<file path="src/rtl/muldiv_unit.sv">
// muldiv_unit: multi-cycle multiply/divide unit with HI/LO registers.
// One bit per clock: shift-add multiply and restoring divide on operand
// magnitudes, with sign correction applied in the final cycle. HI/LO are
// also writable directly (MTHI/MTLO) while the unit is idle.
module muldiv_unit #(
  parameter int WIDTH = 32
) (
  input  logic             clock,
  input  logic             reset,
  input  logic             start,
  input  logic [1:0]       op,
  input  logic [WIDTH-1:0] a,
  input  logic [WIDTH-1:0] b,
  input  logic             hi_we,
  input  logic             lo_we,
  input  logic [WIDTH-1:0] wd,
  output logic             busy,
  output logic             done,
  output logic             div_by_zero,
  output logic [WIDTH-1:0] hi,
  output logic [WIDTH-1:0] lo
);

  localparam int CW = $clog2(WIDTH + 1);

  localparam logic [1:0] S_IDLE = 2'd0;
  localparam logic [1:0] S_RUN  = 2'd1;
  localparam logic [1:0] S_FIN  = 2'd2;

  logic [1:0]         state_reg;
  logic [CW-1:0]      cnt_reg;
  logic               is_div_reg;
  logic               sign_a_reg;
  logic               sign_b_reg;
  logic [WIDTH-1:0]   a_orig_reg;
  logic [WIDTH-1:0]   opnd_reg;     // multiplicand or divisor magnitude
  logic [2*WIDTH-1:0] acc_reg;      // {product high, multiplier} or {remainder, quotient}
  logic [WIDTH-1:0]   hi_reg;
  logic [WIDTH-1:0]   lo_reg;
  logic               done_reg;
  logic               dbz_reg;

  // op[0] == 0 selects the signed variants
  logic               a_neg;
  logic               b_neg;
  logic [WIDTH-1:0]   a_mag;
  logic [WIDTH-1:0]   b_mag;

  logic [WIDTH:0]     mul_sum;
  logic [2*WIDTH-1:0] mul_next;
  logic [WIDTH:0]     div_diff;
  logic [2*WIDTH-1:0] div_next;

  logic               res_neg;
  logic [2*WIDTH-1:0] prod_fix;
  logic [WIDTH-1:0]   quo_fix;
  logic [WIDTH-1:0]   rem_fix;
  logic [WIDTH-1:0]   fin_hi;
  logic [WIDTH-1:0]   fin_lo;
  logic               fin_dbz;

  assign a_neg = ~op[0] & a[WIDTH-1];
  assign b_neg = ~op[0] & b[WIDTH-1];
  assign a_mag = a_neg ? -a : a;
  assign b_mag = b_neg ? -b : b;

  // Shift-add step: conditionally add multiplicand to the upper half, then shift right.
  // Restoring step: shift in next dividend bit, subtract divisor unless it borrows.
  // With a non-zero divisor the partial remainder stays below it, so bit WIDTH of
  // the difference is a clean borrow flag.
  always_comb begin
    mul_sum  = {1'b0, acc_reg[2*WIDTH-1:WIDTH]} + (acc_reg[0] ? {1'b0, opnd_reg} : '0);
    mul_next = {mul_sum, acc_reg[WIDTH-1:1]};
    div_diff = {acc_reg[2*WIDTH-1:WIDTH], acc_reg[WIDTH-1]} - {1'b0, opnd_reg};
    if (div_diff[WIDTH])
      div_next = {acc_reg[2*WIDTH-2:0], 1'b0};
    else
      div_next = {div_diff[WIDTH-1:0], acc_reg[WIDTH-2:0], 1'b1};
  end

  // Sign correction and the divide-by-zero override, evaluated during FIN.
  always_comb begin
    res_neg  = sign_a_reg ^ sign_b_reg;
    prod_fix = res_neg ? -acc_reg : acc_reg;
    quo_fix  = res_neg ? -acc_reg[WIDTH-1:0] : acc_reg[WIDTH-1:0];
    rem_fix  = sign_a_reg ? -acc_reg[2*WIDTH-1:WIDTH] : acc_reg[2*WIDTH-1:WIDTH];
    fin_dbz  = is_div_reg && (opnd_reg == '0);
    if (!is_div_reg) begin
      fin_hi = prod_fix[2*WIDTH-1:WIDTH];
      fin_lo = prod_fix[WIDTH-1:0];
    end else if (fin_dbz) begin
      fin_hi = a_orig_reg;
      fin_lo = '1;
    end else begin
      fin_hi = rem_fix;
      fin_lo = quo_fix;
    end
  end

  // Sequencer and iteration datapath: launch in IDLE, WIDTH steps in RUN, publish in FIN.
  always_ff @(posedge clock or posedge reset) begin
    if (reset) begin
      state_reg  <= S_IDLE;
      cnt_reg    <= '0;
      is_div_reg <= 1'b0;
      sign_a_reg <= 1'b0;
      sign_b_reg <= 1'b0;
      a_orig_reg <= '0;
      opnd_reg   <= '0;
      acc_reg    <= '0;
      done_reg   <= 1'b0;
      dbz_reg    <= 1'b0;
    end else begin
      done_reg <= 1'b0;
      dbz_reg  <= 1'b0;
      case (state_reg)
        S_IDLE: begin
          if (start) begin
            state_reg  <= S_RUN;
            cnt_reg    <= CW'(WIDTH);
            is_div_reg <= op[1];
            sign_a_reg <= a_neg;
            sign_b_reg <= b_neg;
            a_orig_reg <= a;
            opnd_reg   <= op[1] ? b_mag : a_mag;
            acc_reg    <= {{WIDTH{1'b0}}, (op[1] ? a_mag : b_mag)};
          end
        end
        S_RUN: begin
          acc_reg <= is_div_reg ? div_next : mul_next;
          cnt_reg <= (cnt_reg != '0) ? cnt_reg - CW'(1) : '0;
          if (cnt_reg <= CW'(1))
            state_reg <= S_FIN;
        end
        S_FIN: begin
          state_reg <= S_IDLE;
          done_reg  <= 1'b1;
          dbz_reg   <= fin_dbz;
        end
        default: state_reg <= S_IDLE;
      endcase
    end
  end

  // Architectural HI/LO: results at FIN, MTHI/MTLO only while idle.
  always_ff @(posedge clock or posedge reset) begin
    if (reset) begin
      hi_reg <= '0;
      lo_reg <= '0;
    end else if (state_reg == S_FIN) begin
      hi_reg <= fin_hi;
      lo_reg <= fin_lo;
    end else if (state_reg == S_IDLE) begin
      if (hi_we) hi_reg <= wd;
      if (lo_we) lo_reg <= wd;
    end
  end

  assign busy        = (state_reg != S_IDLE);
  assign done        = done_reg;
  assign div_by_zero = dbz_reg;
  assign hi          = hi_reg;
  assign lo          = lo_reg;

endmodule

</file>
<file path="config.mk">
export PLATFORM = sky130hd
export DESIGN_NAME = muldiv_unit
export DESIGN_NICKNAME = d
export VERILOG_FILES = /design/src/rtl/muldiv_unit.sv
export SDC_FILE = /design/constraint.sdc
export NUM_CORES = 1
export LEC_CHECK = 0
export ABC_AREA = 1
export ABC_CLOCK_PERIOD_IN_PS = 13600
export CAP_MARGIN = 20
export CORE_MARGIN = 2
export CORE_UTILIZATION = 30
export CTS_BUF_LIST = sky130_fd_sc_hd__clkbuf_8 sky130_fd_sc_hd__clkbuf_16
export DETAILED_ROUTE_END_ITERATION = 7
export GPL_TIMING_DRIVEN = 0
export HOLD_SLACK_MARGIN = 0.05
export MAX_ROUTING_LAYER = met4
export SLEW_MARGIN = 5
export SYNTH_ARGS = -nofsm -noshare
export SYNTH_HDL_FRONTEND = slang
export SYNTH_SLANG_ARGS = --single-unit
</file>
<file path="constraint.sdc">
create_clock -name clock -period 13.6 [get_ports clock]
set_clock_uncertainty 0.1 [all_clocks]
set_input_delay 3.4 -clock clock [delete_from_list [all_inputs] [get_ports clock]]
set_output_delay 3.4 -clock clock [all_outputs]
set_load 0.005 [all_outputs]
</file>
==> results of run 1 <==
[worst max path at each step]
| stage | from | endpoint | depth (start not counted) |
|---|---|---|---|
| after floorplan | reset | a_orig_reg[0]$_DFFE_PP0P_ | 1 |
| after global placement | reset | opnd_reg[1]$_DFFE_PP0P_ | 2 |
| after detailed placement | op[0] | acc_reg[1]$_DFFE_PP0P_ | 8 |
| after CTS | op[0] | acc_reg[1]$_DFFE_PP0P_ | 8 |
| after global routing | op[0] | acc_reg[1]$_DFFE_PP0P_ | 8 |
| final | op[0] | acc_reg[1]$_DFFE_PP0P_ | 8 |
[cells in the final DEF (no fill, tap or decap), types with 9 or more instances in the layout]
cell type        instances
clkdlybuf4s50_1        169
clkbuf_16               28
nand2_2                 16
ha_1                    71
nand3b_1                10
dfrtp_1                205
inv_2                   12
o221ai_1                11
a31oi_1                 11
or2_2                   12
inv_1                  444
xnor2_1                 13
o21ai_0                188
o21bai_1                 9
nand2_1               1093
nand3_1                316
a22oi_1                 12
nor3_1                  34
xor2_1                  60
o21ai_1                 19
a21oi_1                221
clkbuf_1                85
nand4_1                 41
buf_2                   22
nor2_1                 404
o211ai_1                37
[tightest hold or removal path, cell delays in order (launching register included)]
cell	delay, ps
dfrtp_1	340
nand2_1	50
o21ai_0	60
[routing by layer]
| metal | GRT usage | wire length, microns |
|---|---|---|
| met1 | 0.4016 | 43990 |
| met2 | 0.4337 | 42900 |
| met3 | 0.03673 | 8974 |
| met4 | 0.1326 | 5585 |
| met5 | - | 0 |
[synthesized netlist by cell type (13+ instances only)]
master | count | area share
nand2_2 | 16 | 0.0050
nand2_1 | 1093 | 0.20
nand4_1 | 41 | 0.013
nor2_1 | 404 | 0.076
buf_2 | 22 | 0.0055
o211ai_1 | 37 | 0.014
ha_1 | 71 | 0.044
clkbuf_1 | 85 | 0.016
nor3_1 | 34 | 0.0085
o21ai_0 | 188 | 0.047
dfrtp_1 | 205 | 0.26
a21oi_1 | 221 | 0.055
o21ai_1 | 19 | 0.0047
inv_1 | 441 | 0.083
xnor2_1 | 13 | 0.0057
nand3_1 | 316 | 0.079
xor2_1 | 60 | 0.026
[power breakdown]
group | internal [mW] | leakage [nW] | switching (mW)
clock network | 0.434 | 0.469 | 0.324
registers | 0.917 | 2.43 | 0.415
logic | 1.57 | 8.83 | 3.37
[kinds of logic after synthesis]
group	Yosys count	synth area share
buffers and inverters	581	0.1129
adders and majority gates	73	0.04633
and+or+nand+nor	1949	0.4022
AOI/OAI and AO/OA	539	0.1493
xor gates and xnor gates	74	0.03328
DFF	205	0.2560
[final cells by class]
type                    count  area, sq um  share of cell area
diodes                      2        5.005           0.0002105
plain buffers             125        550.5             0.02315
clock buffers              35        797.0             0.03352
clock inverters            14        130.1            0.005472
inverters                 456         1719             0.07229
multi-input cells        2635        12650              0.5319
flip-flops and latches    205         5130              0.2157
well taps                 864         1081             0.04546
repair buffers            170         1719             0.07229
==> flow_metrics.tcl, run 1 <==
set metrics [dict create \
    status "complete, no violations" \
    die_x_microns 262.5 \
    worst_slew_pin_slew_ps 1113 \
    slew_headroom 0.2578 \
    antenna_found_initial 2 \
    rows 94 \
    dp_hpwl_microns 84010 \
    reg2regPathDepth 19 \
    cp.required_ps 13950 \
    numCtsBuffers 28 \
    fin_nets 3797 \
    cp_max_fo 10 \
    grt_usage 0.2942 \
    io_buffers 169 \
    holdCritPathClass "flip-flop to flip-flop" \
    fin_ws_ps 7671 \
    critPathKind "input port to flip-flop" \
    die_h_microns 262.5 \
    clk_latency_ps 600 \
    arrival_ps 6280 \
    synth_edf_count 0 \
    detail_route.wirelength_microns 101400 \
    p_leak_nw 11.73 \
    cts.path.max_buffers 3 \
    async_flop_share 1.000 \
    maxSlewViolCount 0 \
    synth_cells 3421 \
    grt_start_max_net_pins 114 \
    vias_per_cell 5.370 \
    coreArea_sq_um 65980 \
    grt_overflow 0 \
    wl_per_cell_microns 22.51 \
    ys_ff_latch 205 \
    critPathTopFamily "compound AO/OA/AOI/OAI gates" \
    worstReg2RegEnd "acc_reg[60]$_DFFE_PP0P_" \
    place_ws_ps 7222 \
    setup_tns_ps 0 \
    cts_root_buf "clkbuf_16" \
    max-cap-violations 0 \
    cp-start-kind "input port" \
    max_freq_mhz 168.7 \
    worst-r2r-setup-slack_ps 10030 \
    yosysWarningCount 0 \
    utilization 0.3604 \
    placed_cell_area_sq_um 22850 \
    synth_nets 3597 \
    synth_cell_type_count 50 \
    cp.buffers_inverters 3 \
    largest_reg_flops 64 \
    peakVddDrop_mv 0.1160 \
    p_total_mw 7.024 \
    hold_path_end "a_orig_reg[24]$_DFFE_PP0P_" \
    instances_no_fill 4506 \
    fin_crit_sh 0.4359 \
    cts.sink_count 205 \
    path_cells "clkdlybuf4s50_1 > nor2_2 > inv_1 > clkbuf_1 > o21ai_0 > o21ai_0 > o211ai_1 > o21ai_0" \
    setup_viol 0 \
    first_pass_iters 6 \
    htree_levels 1 \
    drive_gt1_frac 0.03901 \
    synth_area_sq_um 20040 \
    grt_pass1_vias 22110 \
    power.density_nw_per_um2 295.4 \
    ant_nets 0 \
    first_iter_violations 3237 \
    n_fill_cell 7349 \
    cp_slowest_cell "o21ai_0" \
    cpPeakStageDelay_ps 660 \
    holdCritStartpoint "a_orig_reg[24]$_DFFE_PP0P_" \
    holdPathStages 2 \
    placedCellCount 4455 \
    holdWs_ps 388.0 \
    cpMostUsedCell "o21ai_0" \
    dieArea_sq_um 68890 \
    design_area_sq_um 23780 \
    cts_setup_buffers 0 \
    avgSynthCellArea_sq_um 5.858 \
    synthFlopType "dfrtp_1" \
    vias 24200 \
    hold_violations 0 \
    fin_crit_ps 5929 \
    gp_congestion 1.057 \
    rsz0062_at_grt "no" \
    ys_seq_area_frac 0.2560 \
    cts_tree "done" \
    grt_pass1_wl_microns 147500 \
    drc 0 \
    cp-end-kind "flip-flop" \
    hold_buffers 0 \
    cts_resized 0 \
    r2r_start "acc_reg[31]$_DFFE_PP0P_" \
    start_util 0.3037 \
    area_growth_pct 18.66 \
    io-pin-count 170 \
    clk_pin_slew_worst_paths_ps 60 \
]
Power figures use the tool's default switching activity.
==> run 2, diff against run 1 <==
--- a/config.mk
+++ b/config.mk
@@ -6,7 +6,7 @@
 export NUM_CORES = 1
 export LEC_CHECK = 0
 export ABC_AREA = 1
-export ABC_CLOCK_PERIOD_IN_PS = 13600
+export ABC_CLOCK_PERIOD_IN_PS = 5400
 export CAP_MARGIN = 20
 export CORE_MARGIN = 2
 export CORE_UTILIZATION = 30
==> constraint.sdc (replaced) <==
create_clock -name clock -period 5.4 [get_ports clock]
set_clock_uncertainty 0.1 [all_clocks]
set_input_delay 1.35 -clock clock [delete_from_list [all_inputs] [get_ports clock]]
set_output_delay 1.35 -clock clock [all_outputs]
set_load 0.005 [all_outputs]
==> run 2 against run 1 <==
  * Via count down 0.77%
  * Critical endpoint is now acc_reg[20]$_DFFE_PP0P_
  * Sequential share of layout area about the same
  * First-iteration DRC count down 5.7%
  * Clock power up 140%
  * Routed wire length down 0.21%
  * Die area unchanged
  * Worst hold slack better by 4.0 ps
  * Core utilization about the same
  * Clock-buffer cell count down 3
  * Sequential power rose to 2.5 times the previous value
  * Setup slack worse by 6100 ps
==> flow_metrics.tcl, run 2 (synthesis gave the netlist of run 1 again) <==
set metrics [dict create \
    status "complete, no violations" \
    numCtsBuffers 27 \
    antenna_found_initial 4 \
    drc 0 \
    worst_slew_pin_slew_ps 1050 \
    start_util 0.3037 \
    peakVddDrop_mv 0.3341 \
    seqPwrFrac 0.192 \
    holdWs_ps 392.0 \
    first_iter_violations 3051 \
    critPathTopFamily "simple AND/OR/NAND/NOR gates" \
    setup_viol 0 \
    critical_path_depth 13 \
    cp.buffers_inverters 2 \
    cp_slowest_cell "clkdlybuf4s50_1" \
    htree_levels 1 \
    max_freq_mhz 264.6 \
    placed_cell_area_sq_um 22940 \
    io-pin-count 170 \
    p_leak_nw 11.73 \
    place_ws_ps 1155 \
    ant_nets 0 \
    reg2regPathDepth 19 \
    holdCritPathClass "flip-flop to flip-flop" \
    fin_ws_ps 1620 \
    rsz0062_at_grt "no" \
    comb_power_share 0.706 \
    clkPwrFrac 0.102 \
    instances_no_fill 4511 \
    io_buffers 169 \
    largest_reg_flops 64 \
    die_h_microns 262.5 \
    rows 94 \
    dieArea_sq_um 68890 \
    first_pass_iters 8 \
    cpMostUsedCell "nand2_1" \
    final_common_cell "nand2_1" \
    hold_violations 0 \
    r2r_start "acc_reg[31]$_DFFE_PP0P_" \
    drive_gt1_frac 0.03898 \
    grt_start_max_net_pins 40 \
    utilization 0.3609 \
    cts_tree "done" \
    cts_root_buf "clkbuf_16" \
    clk_latency_ps 580 \
    slew_headroom 0.2997 \
    area_growth_pct 18.81 \
    arrival_ps 4160 \
    setup_tns_ps 0 \
    coreArea_sq_um 65980 \
    internal-power_mw 7.284 \
    crit_start "a[0]" \
    power.density_nw_per_um2 739.1 \
    cp-end-kind "flip-flop" \
    cp.required_ps 5780 \
    cpPeakStageDelay_ps 470 \
    cts.sink_count 205 \
    grt_pass1_vias 22540 \
    path_cells "clkdlybuf4s50_1 > inv_1 > ha_1 > nand3_1 > nor2_2 > nand3b_1 > o21ai_2 > xor2_1 > nand2_1 > nand3_1 > nand2_1 > nand2_1 > nand2_1" \
    crit_end "acc_reg[20]$_DFFE_PP0P_" \
    fin_crit_ps 3780 \
    cts_resized 0 \
    worstReg2RegEnd "acc_reg[57]$_DFFE_PP0P_" \
    worst-r2r-setup-slack_ps 1790 \
    layout_common_cells "nand2_1, inv_1, nor2_1" \
    clk_pin_slew_worst_paths_ps 60 \
    fin_crit_sh 0.6999 \
    grt_usage 0.2957 \
    fin_nets 3801 \
    hold_buffers 0 \
    placedCellCount 4460 \
    maxSlewViolCount 0 \
    grt_pass1_wl_microns 148500 \
    die_x_microns 262.5 \
    max-cap-violations 0 \
    p_total_mw 17.60 \
    cp-start-kind "input port" \
    wl_per_cell_microns 22.44 \
    grt_overflow 0 \
    power_switching_mw 10.31 \
    cp_max_fo 5 \
    gp_congestion 1.075 \
    vias 24010 \
    switching_share 0.5861 \
    cts.path.max_buffers 3 \
    critPathKind "input port to flip-flop" \
    dp_hpwl_microns 84340 \
    cts_setup_buffers 0 \
    detail_route.wirelength_microns 101200 \
    vias_per_cell 5.323 \
    design_area_sq_um 23810 \
]
run 2: cell types whose count changed in the layout (fill, tap and decap cells not counted), sizes merged:
cell and change:
diode +2, clkinvlp +4, clkinv -4, buf +5, clkbuf -3, inv +1
run 2: final cells by class:
| class | count | area [sq um] |
|---|---|---|
| Fill cell | 7374 | 42170 |
| Multi-Input combinational cell | 2635 | 12650 |
| Clock inverter | 15 | 118.9 |
| Clock buffer | 32 | 744.5 |
| Tap cell | 864 | 1081 |
| Buffer | 125 | 550.5 |
| Inverter | 456 | 1715 |
| Timing Repair Buffer | 175 | 1812 |
| Antenna cell | 4 | 10.01 |
| Sequential cell | 205 | 5130 |
run 2: layer usage:
layer / share of wire / track usage / up-vias
met5: 0 / - / -
li1: - / - / 11370
met3: 0.085 / 0.04854 / 220
met1: 0.44 / 0.3941 / 11220
met2: 0.43 / 0.4439 / 1203
met4: 0.050 / 0.1227 / 0
run 2: worst min-delay path by stage:
stage                                     startpoint                          to  slack (ps)  cells after the start
after floorplan           a_orig_reg[20]$_DFFE_PP0P_  a_orig_reg[20]$_DFFE_PP0P_         340                      2
final                     a_orig_reg[26]$_DFFE_PP0P_  a_orig_reg[26]$_DFFE_PP0P_         390                      2
after CTS                 a_orig_reg[20]$_DFFE_PP0P_  a_orig_reg[20]$_DFFE_PP0P_         390                      2
after global routing              lo[13]$_DFFE_PP0P_          lo[13]$_DFFE_PP0P_         420                      1
after detailed placement  a_orig_reg[20]$_DFFE_PP0P_  a_orig_reg[20]$_DFFE_PP0P_         380                      2
after global placement    a_orig_reg[26]$_DFFE_PP0P_  a_orig_reg[26]$_DFFE_PP0P_         370                      2
run 2: worst min-delay path, cell delays in order, from the launching register on:
cell and delay, ps:
dfrtp_1 350, nand2_1 50, o21ai_0 60
run 2: power by group through the flow:
| stage | Combinational, mW | Clock, mW | Sequential, mW |
|---|---|---|---|
| floorplan | 7.81 | 0 | 2.86 |
| global placement | 12.1 | 0 | 3.33 |
| detailed placement | 12.1 | 0 | 3.33 |
| CTS | 12.1 | 1.81 | 3.31 |
| global route | 13.6 | 1.87 | 3.41 |
| finish | 12.4 | 1.80 | 3.37 |
